## config.mk

```make
export PLATFORM = sky130hd
export DESIGN_NAME = keyboard_renderer
export DESIGN_NICKNAME = d
export VERILOG_FILES = /design/src/rtl/keyboard_renderer.sv
export SDC_FILE = /design/constraint.sdc
export NUM_CORES = 1
export LEC_CHECK = 0
export BUFFER_PORTS_ARGS = -buffer_cell sky130_fd_sc_hd__buf_2
export CAP_MARGIN = 5
export CORE_MARGIN = 10
export CORE_UTILIZATION = 30
export DETAILED_ROUTE_END_ITERATION = 8
export SYNTH_ARGS = -nofsm -noshare
export SYNTH_HDL_FRONTEND = slang
export SYNTH_SLANG_ARGS = --single-unit
```

## constraint.sdc

```tcl
create_clock -name clock -period 2.8 [get_ports clock]
set_clock_uncertainty 0.2 [all_clocks]
set_input_delay 0.56 -clock clock [delete_from_list [all_inputs] [get_ports clock]]
set_output_delay 0.56 -clock clock [all_outputs]
set_load 0.005 [all_outputs]
```

## src/rtl/keyboard_renderer.sv

```systemverilog
// On-screen keyboard renderer: redraws each key rectangle on the 160x120 VGA adapter port whenever its pressed state changes.
// Define KEYBOARD_RENDERER_OUTLINE_EN to draw a black one-pixel outline around every key.
module keyboard_renderer #(
    parameter int         NUM_KEYS   = 4,
    parameter int         KEY_W      = 16,
    parameter int         KEY_H      = 40,
    parameter int         GAP        = 2,
    parameter int         X0         = 8,
    parameter int         Y0         = 40,
    parameter logic [2:0] ON_COLOUR  = 3'b010,
    parameter logic [2:0] OFF_COLOUR = 3'b111
) (
    input  logic                clock,
    input  logic                reset,
    input  logic [NUM_KEYS-1:0] keys,
    output logic [2:0]          colour,
    output logic [7:0]          x,
    output logic [6:0]          y,
    output logic                plot
);

    localparam int SEL_W = (NUM_KEYS > 1) ? $clog2(NUM_KEYS) : 1;
    localparam int COL_W = $clog2(KEY_W);
    localparam int ROW_W = $clog2(KEY_H);

    localparam logic [COL_W-1:0] COL_LAST = COL_W'(KEY_W - 1);
    localparam logic [ROW_W-1:0] ROW_LAST = ROW_W'(KEY_H - 1);
    localparam logic [7:0]       X0_B     = 8'(X0);
    localparam logic [7:0]       PITCH_B  = 8'(KEY_W + GAP);
    localparam logic [6:0]       Y0_B     = 7'(Y0);

    typedef enum logic {
        IDLE,
        DRAW
    } state_t;

    state_t state, state_d;

    logic [NUM_KEYS-1:0] keys_meta, keys_s;
    logic [NUM_KEYS-1:0] drawn, drawn_d;
    logic [NUM_KEYS-1:0] dirty, dirty_d;
    logic [NUM_KEYS-1:0] pending;
    logic [SEL_W-1:0]    sel, sel_d, pick;
    logic                val, val_d;
    logic [COL_W-1:0]    col, col_d;
    logic [ROW_W-1:0]    row, row_d;
    logic [2:0]          colour_d;
    logic [7:0]          x_d;
    logic [6:0]          y_d;
    logic                plot_d;

    // Two-flop synchroniser for the asynchronous key inputs
    always_ff @(posedge clock or posedge reset) begin
        if (reset) begin
            keys_meta <= '0;
            keys_s    <= '0;
        end else begin
            keys_meta <= keys;
            keys_s    <= keys_meta;
        end
    end

    assign pending = dirty | (keys_s ^ drawn);

    // Lowest pending index wins
    always_comb begin
        pick = '0;
        for (int i = NUM_KEYS - 1; i >= 0; i--) begin
            if (pending[i]) begin
                pick = SEL_W'(i);
            end
        end
    end

    always_comb begin
        state_d = state;
        sel_d   = sel;
        val_d   = val;
        col_d   = col;
        row_d   = row;
        drawn_d = drawn;
        dirty_d = dirty;
        case (state)
            IDLE: begin
                if (|pending) begin
                    sel_d        = pick;
                    val_d        = keys_s[pick];
                    drawn_d[pick] = keys_s[pick];
                    dirty_d[pick] = 1'b0;
                    col_d        = '0;
                    row_d        = '0;
                    state_d      = DRAW;
                end
            end
            DRAW: begin
                if (col == COL_LAST) begin
                    col_d = '0;
                    if (row == ROW_LAST) begin
                        state_d = IDLE;
                    end else begin
                        row_d = row + 1'b1;
                    end
                end else begin
                    col_d = col + 1'b1;
                end
            end
        endcase
    end

    // Outputs are registered from the next-state pixel so plot is high exactly while in DRAW
    always_comb begin
        plot_d   = (state_d == DRAW);
        colour_d = colour;
        x_d      = x;
        y_d      = y;
        if (plot_d) begin
            x_d      = X0_B + 8'(sel_d) * PITCH_B + 8'(col_d);
            y_d      = Y0_B + 7'(row_d);
            colour_d = val_d ? ON_COLOUR : OFF_COLOUR;
`ifdef KEYBOARD_RENDERER_OUTLINE_EN
            if ((row_d == '0) || (row_d == ROW_LAST) || (col_d == '0) || (col_d == COL_LAST)) begin
                colour_d = 3'b000;
            end
`endif
        end
    end

    always_ff @(posedge clock or posedge reset) begin
        if (reset) begin
            state  <= IDLE;
            sel    <= '0;
            val    <= 1'b0;
            col    <= '0;
            row    <= '0;
            drawn  <= '0;
            dirty  <= '1;
            plot   <= 1'b0;
            colour <= 3'b000;
            x      <= 8'd0;
            y      <= 7'd0;
        end else begin
            state  <= state_d;
            sel    <= sel_d;
            val    <= val_d;
            col    <= col_d;
            row    <= row_d;
            drawn  <= drawn_d;
            dirty  <= dirty_d;
            plot   <= plot_d;
            colour <= colour_d;
            x      <= x_d;
            y      <= y_d;
        end
    end

endmodule

```

# Yosys cells after proc, flatten, opt, wreduce, memory -nomap -nowiden
# Cells that the tools add are included.
[word_totals]
ff_bits = 48
input_bits = 6
output_inout_bits = 19
[op_classes]
n_mux = 25
n_addsub = 5
mul = 1
order_cmp = 2
n_bitwise = 5
eq_ne = 2
n_reduce_logical = 3
[op_table]
columns = ["op", "count"]
rows = [
  ["2-to-1 mux 6 bit", 3],
  ["2-to-1 mux 2 bit", 6],
  ["case mux 6 bit (2 select lines)", 1],
  ["adder 4 x 7 -> 8 bit, first input constant", 1],
  ["adder 8 x 4 -> 8 bit", 1],
  ["2-to-1 mux 4 bit", 2],
  ["case mux 4 bit (2 select lines)", 1],
  ["adder 6 x 6 -> 7 bit, first input constant", 1],
  ["2-to-1 mux 1 bit", 7],
  ["adder 6 x 1 -> 6 bit, second input constant", 1],
  ["== test 6 bit, second input constant", 1],
  ["multiplier 2 x 4 -> 6 bit, second input constant", 1],
  ["adder 4 x 1 -> 4 bit, second input constant", 1],
  ["AND 4 bit", 1],
  ["bitwise mux 4 bit", 1],
  ["== test 4 bit, second input constant", 1],
  ["inverter 4 bit", 1],
  ["OR 4 bit", 1],
  ["OR reduction 4 bit", 1],
  ["bitwise XOR 4 bit", 1],
  ["less-than comparator 2 x 3 -> 1 bit, second input constant", 1],
  ["2-to-1 mux 3 bit", 1],
  ["binary-select mux 1 bit (select 2 bit)", 1],
  ["demux 1 bit (select 2 bit)", 1],
  ["other kinds (5)", 5],
]

# Longest topological paths before layout
[depth]
depth_word = 12
depth_mapped = 11
ltp_nobuf = 11

# Worst setup path after synthesis
# OpenSTA, ideal clock, no wires.
[synth_timing]
kind = "reg2reg"
startpoint = "register drawn[3]"
endpoint = "register x[3]"
n_path_buf = 0
required_time_ps = 2475
arrival_time_ps = 2579
slack_ps = -103
stages_incl_launch_ff = 9
path_cell_list = "dfrtp_1 -> xor2_1 -> or4_4 -> nor3_1 -> a22o_1 -> ha_1 -> ha_1 -> fa_1 -> mux2_2"
[synth_lines]
columns = ["element", "line", "source"]
rows = [
  ["start: declaration", "40", "logic [NUM_KEYS-1:0] drawn, drawn_d;"],
  ["start signal: assignment", "147", "drawn <= drawn_d;"],
  ["bitwise XOR 4 bit", "63", "assign pending = dirty | (keys_s ^ drawn);"],
  ["OR 4 bit", "63", ""],
  ["OR reduction 4 bit", "85", "if (|pending) begin"],
  ["2-to-1 mux 4 bit", "85", ""],
  ["case mux 4 bit (2 select lines)", "83", "case (state)"],
  ["net col_d[1]", "45", "logic [COL_W-1:0] col, col_d;"],
  ["adder 8 x 4 -> 8 bit", "117", "x_d = X0_B + 8'(sel_d) * PITCH_B + 8'(col_d);"],
  ["end signal: assignment", "139", "x <= 8'd0;"],
  ["end signal: assignment", "151", "x <= x_d;"],
  ["end: declaration", "17", "output logic [7:0] x,"],
]
# The timed path passes the listed nets, and every way through them passes these cells.
# A chain may end at the register's enable or synchronous reset.

# Worst setup path in the final report
[layout_timing]
startpoint = "register drawn[2]"
endpoint = "register x[3]"
# Same word-level chain as after synthesis.

==> results.json <==
{
  "grt_pass1_wl_um": 8245,
  "path_clk_slew_ps": 90,
  "grtUsageTotal_pct": 8.849,
  "critical_path.max_fanout": 3,
  "grt_busiest_layer": "met2",
  "max-vdd-ir-drop_v": 0.0004111,
  "synth-edff-count": 0,
  "antenna_found_initial": 0,
  "holdWs_ps": 153.4,
  "grt_max_degree": 47,
  "syn-mean-instance-area_um2": 10.84,
  "maxSlewHeadroom_pct": 60.74,
  "hold_path_class": "reg2reg",
  "synth_flop_cell": "dfrtp_1",
  "rsz0062_at_grt": "true",
  "fill_cells": 722,
  "crit_type": "reg2reg",
  "max_cap_viol_count": 0,
  "core-area_um2": 7253,
  "violations": "setup timing",
  "dp_hpwl_um": 3458,
  "multi_input_area_um2": 1064,
  "cts_sinks": 46,
  "p_per_area_nw_per_um2": 775.7,
  "met3_usage_pct": 2.295,
  "crit_path_start_kind": "register",
  "numCtsBuffers": 5,
  "fin_crit_ps": 2875,
  "synth-seq-cells": 46,
  "gr-total-overflow": 0,
  "die_w_um": 106.3,
  "num_antenna_cells": 0,
  "ant_nets": 0,
  "p_int_uw": 1539,
  "area_growth_pct": 27.96,
  "dp.cells": 342,
  "clockBufferDepth": 2,
  "fp-row-count": 31,
  "nets": 271,
  "pwr-share-clk_pct": 27.7,
  "yosysUniqueCellTypes": 50,
  "swShare_pct": 30.57,
  "drv_slew": 0,
  "num_vias": 1671,
  "p_seq_share_pct": 40.3,
  "initial_core_util_pct": 30.79,
  "final_cells": 355,
  "required_ps": 2800,
  "synth_cells": 206,
  "clk_latency_ps": 310,
  "cts_root_buf": "clkbuf_8",
  "critPathArrivalTime_ps": 2880,
  "met2_usage_pct": 12.90,
  "drive_gt1_share_pct": 34.38,
  "setup_slack_ps": -75.36,
  "async_flop_share_pct": 100.0,
  "status": "finished, violations left",
  "end_kind": "register",
  "yosysWarnings": 0,
  "finalCritPeriodShare_pct": 102.7,
  "viasPerCell": 4.707,
  "boundaryPins": 25,
  "holdBufCountCts": 0,
  "drc_errors": 0,
  "port_buffers": 23,
  "fp.dieH_um": 106.3,
  "syn_nets": 222,
  "cts_tree": "done",
  "drt-initial-drc-count": 52,
  "hold_viol": 0,
  "fin_util_pct": 39.40,
  "first_pass_iters": 4,
  "seq_area_frac_synth_pct": 51.76,
  "syn-cell-area_um2": 2233,
  "tightest_slew_ps": 588.9,
  "grt_pass1_vias": 1742,
  "use_met1_pct": 12.01,
  "h-tree-depth": 2,
  "seqCellArea_um2": 1156,
  "p_leak_uw": 0.001299,
  "setup_viol": 1,
  "place_congestion": 0.8303,
  "power_switching_uw": 677.6,
  "die-area_um2": 11300,
  "clock.fmax_mhz": 347.8,
  "power_frac_comb_pct": 32.1,
  "post_drt_wl_per_cell_um": 13.28,
  "wl_um": 4716
}
## layout make-up
type	count	area share, %
Inverter	10	1.313
Tap cell	99	4.335
Timing Repair Buffer	50	11.69
Clock buffer	6	2.890
Sequential cell	46	40.46
Multi-Input combinational cell	142	37.22
Clock inverter	2	2.102
## what timing repair did
| item | CTS | global route |
|---|---|---|
| setup buffers | 0 | 5 |
| pin swaps | 0 | 1 |
| setup endpoints to repair | 3 | 4 |
| resized for setup | 3 | 12 |
## cells in the mapped netlist, types with 2 or more instances
cell type	count	share of area [%]
dfrtp_1	42	47
nand2_1	16	2.7
o21ai_0	13	2.9
nor2_1	12	2.0
ha_1	9	5.0
inv_1	9	1.5
mux2_2	7	3.5
nand3_1	7	1.6
a21oi_1	6	1.3
xor2_1	6	2.4
and2_1	5	1.4
nand2b_1	5	1.4
nor3_1	5	1.1
xnor2_1	5	2.0
dfstp_2	4	4.7
nand4_1	4	1.1
clkbuf_1	3	0.50
mux2i_1	3	1.3
o31ai_1	3	1.0
or3_1	3	0.84
a21o_1	2	0.67
buf_4	2	0.67
buf_6	2	1.0
nor4_1	2	0.56
o21a_1	2	0.67
o21ai_1	2	0.45
o21bai_1	2	0.67
o22ai_1	2	0.56
or4_1	2	0.67
## critical path, cell delays in order, from the launching register on
cell and delay [ps]:
dfrtp_1 420, xor2_2 200, buf_4 140, or4_4 440
nor3_4 170, a22o_1 190, ha_2 190, ha_4 130
fa_2 420, mux2_4 270
## power by group through the flow
stage | Combinational, µW | Sequential (µW) | Clock, µW
2_1_floorplan | 437 | 891 | 0
3_3_place_gp | 629 | 898 | 0
3_5_place_dp | 641 | 901 | 0
4_1_cts | 650 | 888 | 629
5_1_grt | 819 | 913 | 655
6_report | 711 | 892 | 613
## logic make-up (layout without fill, tap and decap cells)
group / after synthesis / in the layout / share of synthesized area (%)
and+or+nand+nor: 66 / 66 / 15.24
AOI/OAI and AO/OA: 44 / 44 / 13.61
DFF: 46 / 46 / 51.76
adders and majority gates: 10 / 10 / 5.939
buffers and inverters: 18 / 68 / 4.089
other: 1 / 1 / 0.1679
muxes: 10 / 10 / 4.874
xor gates and xnor gates: 11 / 11 / 4.314
## worst paths after layout
kind | slack, ps | endpoint | startpoint | cells after the start
worst min-delay path | 150 | keys_s[3] | keys_meta[3] | 0
min in group asynchronous | 180 | colour[1] | reset | 3
worst max register to register | -80 | x[3] | drawn[2] | 9
worst max-delay path | -80 | x[3] | drawn[2] | 9
worst min register to register | 150 | keys_s[3] | keys_meta[3] | 0
max in group asynchronous | 1800 | row[3] | reset | 3
## metal layers
layer / wire length (µm) / vias to the layer above
li1: - / 824
met1: 2321 / 800
met5: 0 / -
met4: 67 / 0
met2: 2104 / 37
met3: 222 / 10
## placed cells by master (no fill, tap or decap), types with 3 or more instances in the layout
cell,count
dfrtp_1,42
buf_4,25
buf_2,23
nand2_1,16
nor2_1,12
o21ai_0,12
inv_1,8
nand3_1,7
ha_1,7
mux2_2,6
clkbuf_8,6
and2_1,5
xnor2_1,5
nand2b_1,5
a21oi_1,5
xor2_1,4
nor3_1,4
nand4_1,4
dfstp_2,4
o21ai_2,3
mux2i_1,3
or3_1,3
o31ai_1,3
## state kept, by name, indices dropped and copies added, names as in the netlist, 4 cells and up
register   cells
y              7
drawn          4
col            4
keys_meta      4
dirty          4
row            6
keys_s         4
x              7
## metrics by stage
step | power [µW] | setup TNS [ps] | cell area (µm²) | setup WS [ps]
floorplan | 1328 | 0 | 2245 | 24.76
global placement | 1526 | -18.43 | 2608 | -10.92
detailed placement | 1542 | -59.80 | 2608 | -42.22
CTS | 2167 | -28.91 | 2765 | -28.91
global route | 2387 | -223.5 | 2858 | -151.2
finish | 2217 | -75.36 | 2858 | -75.36
No activity file was read; power rests on OpenSTA's default activity.
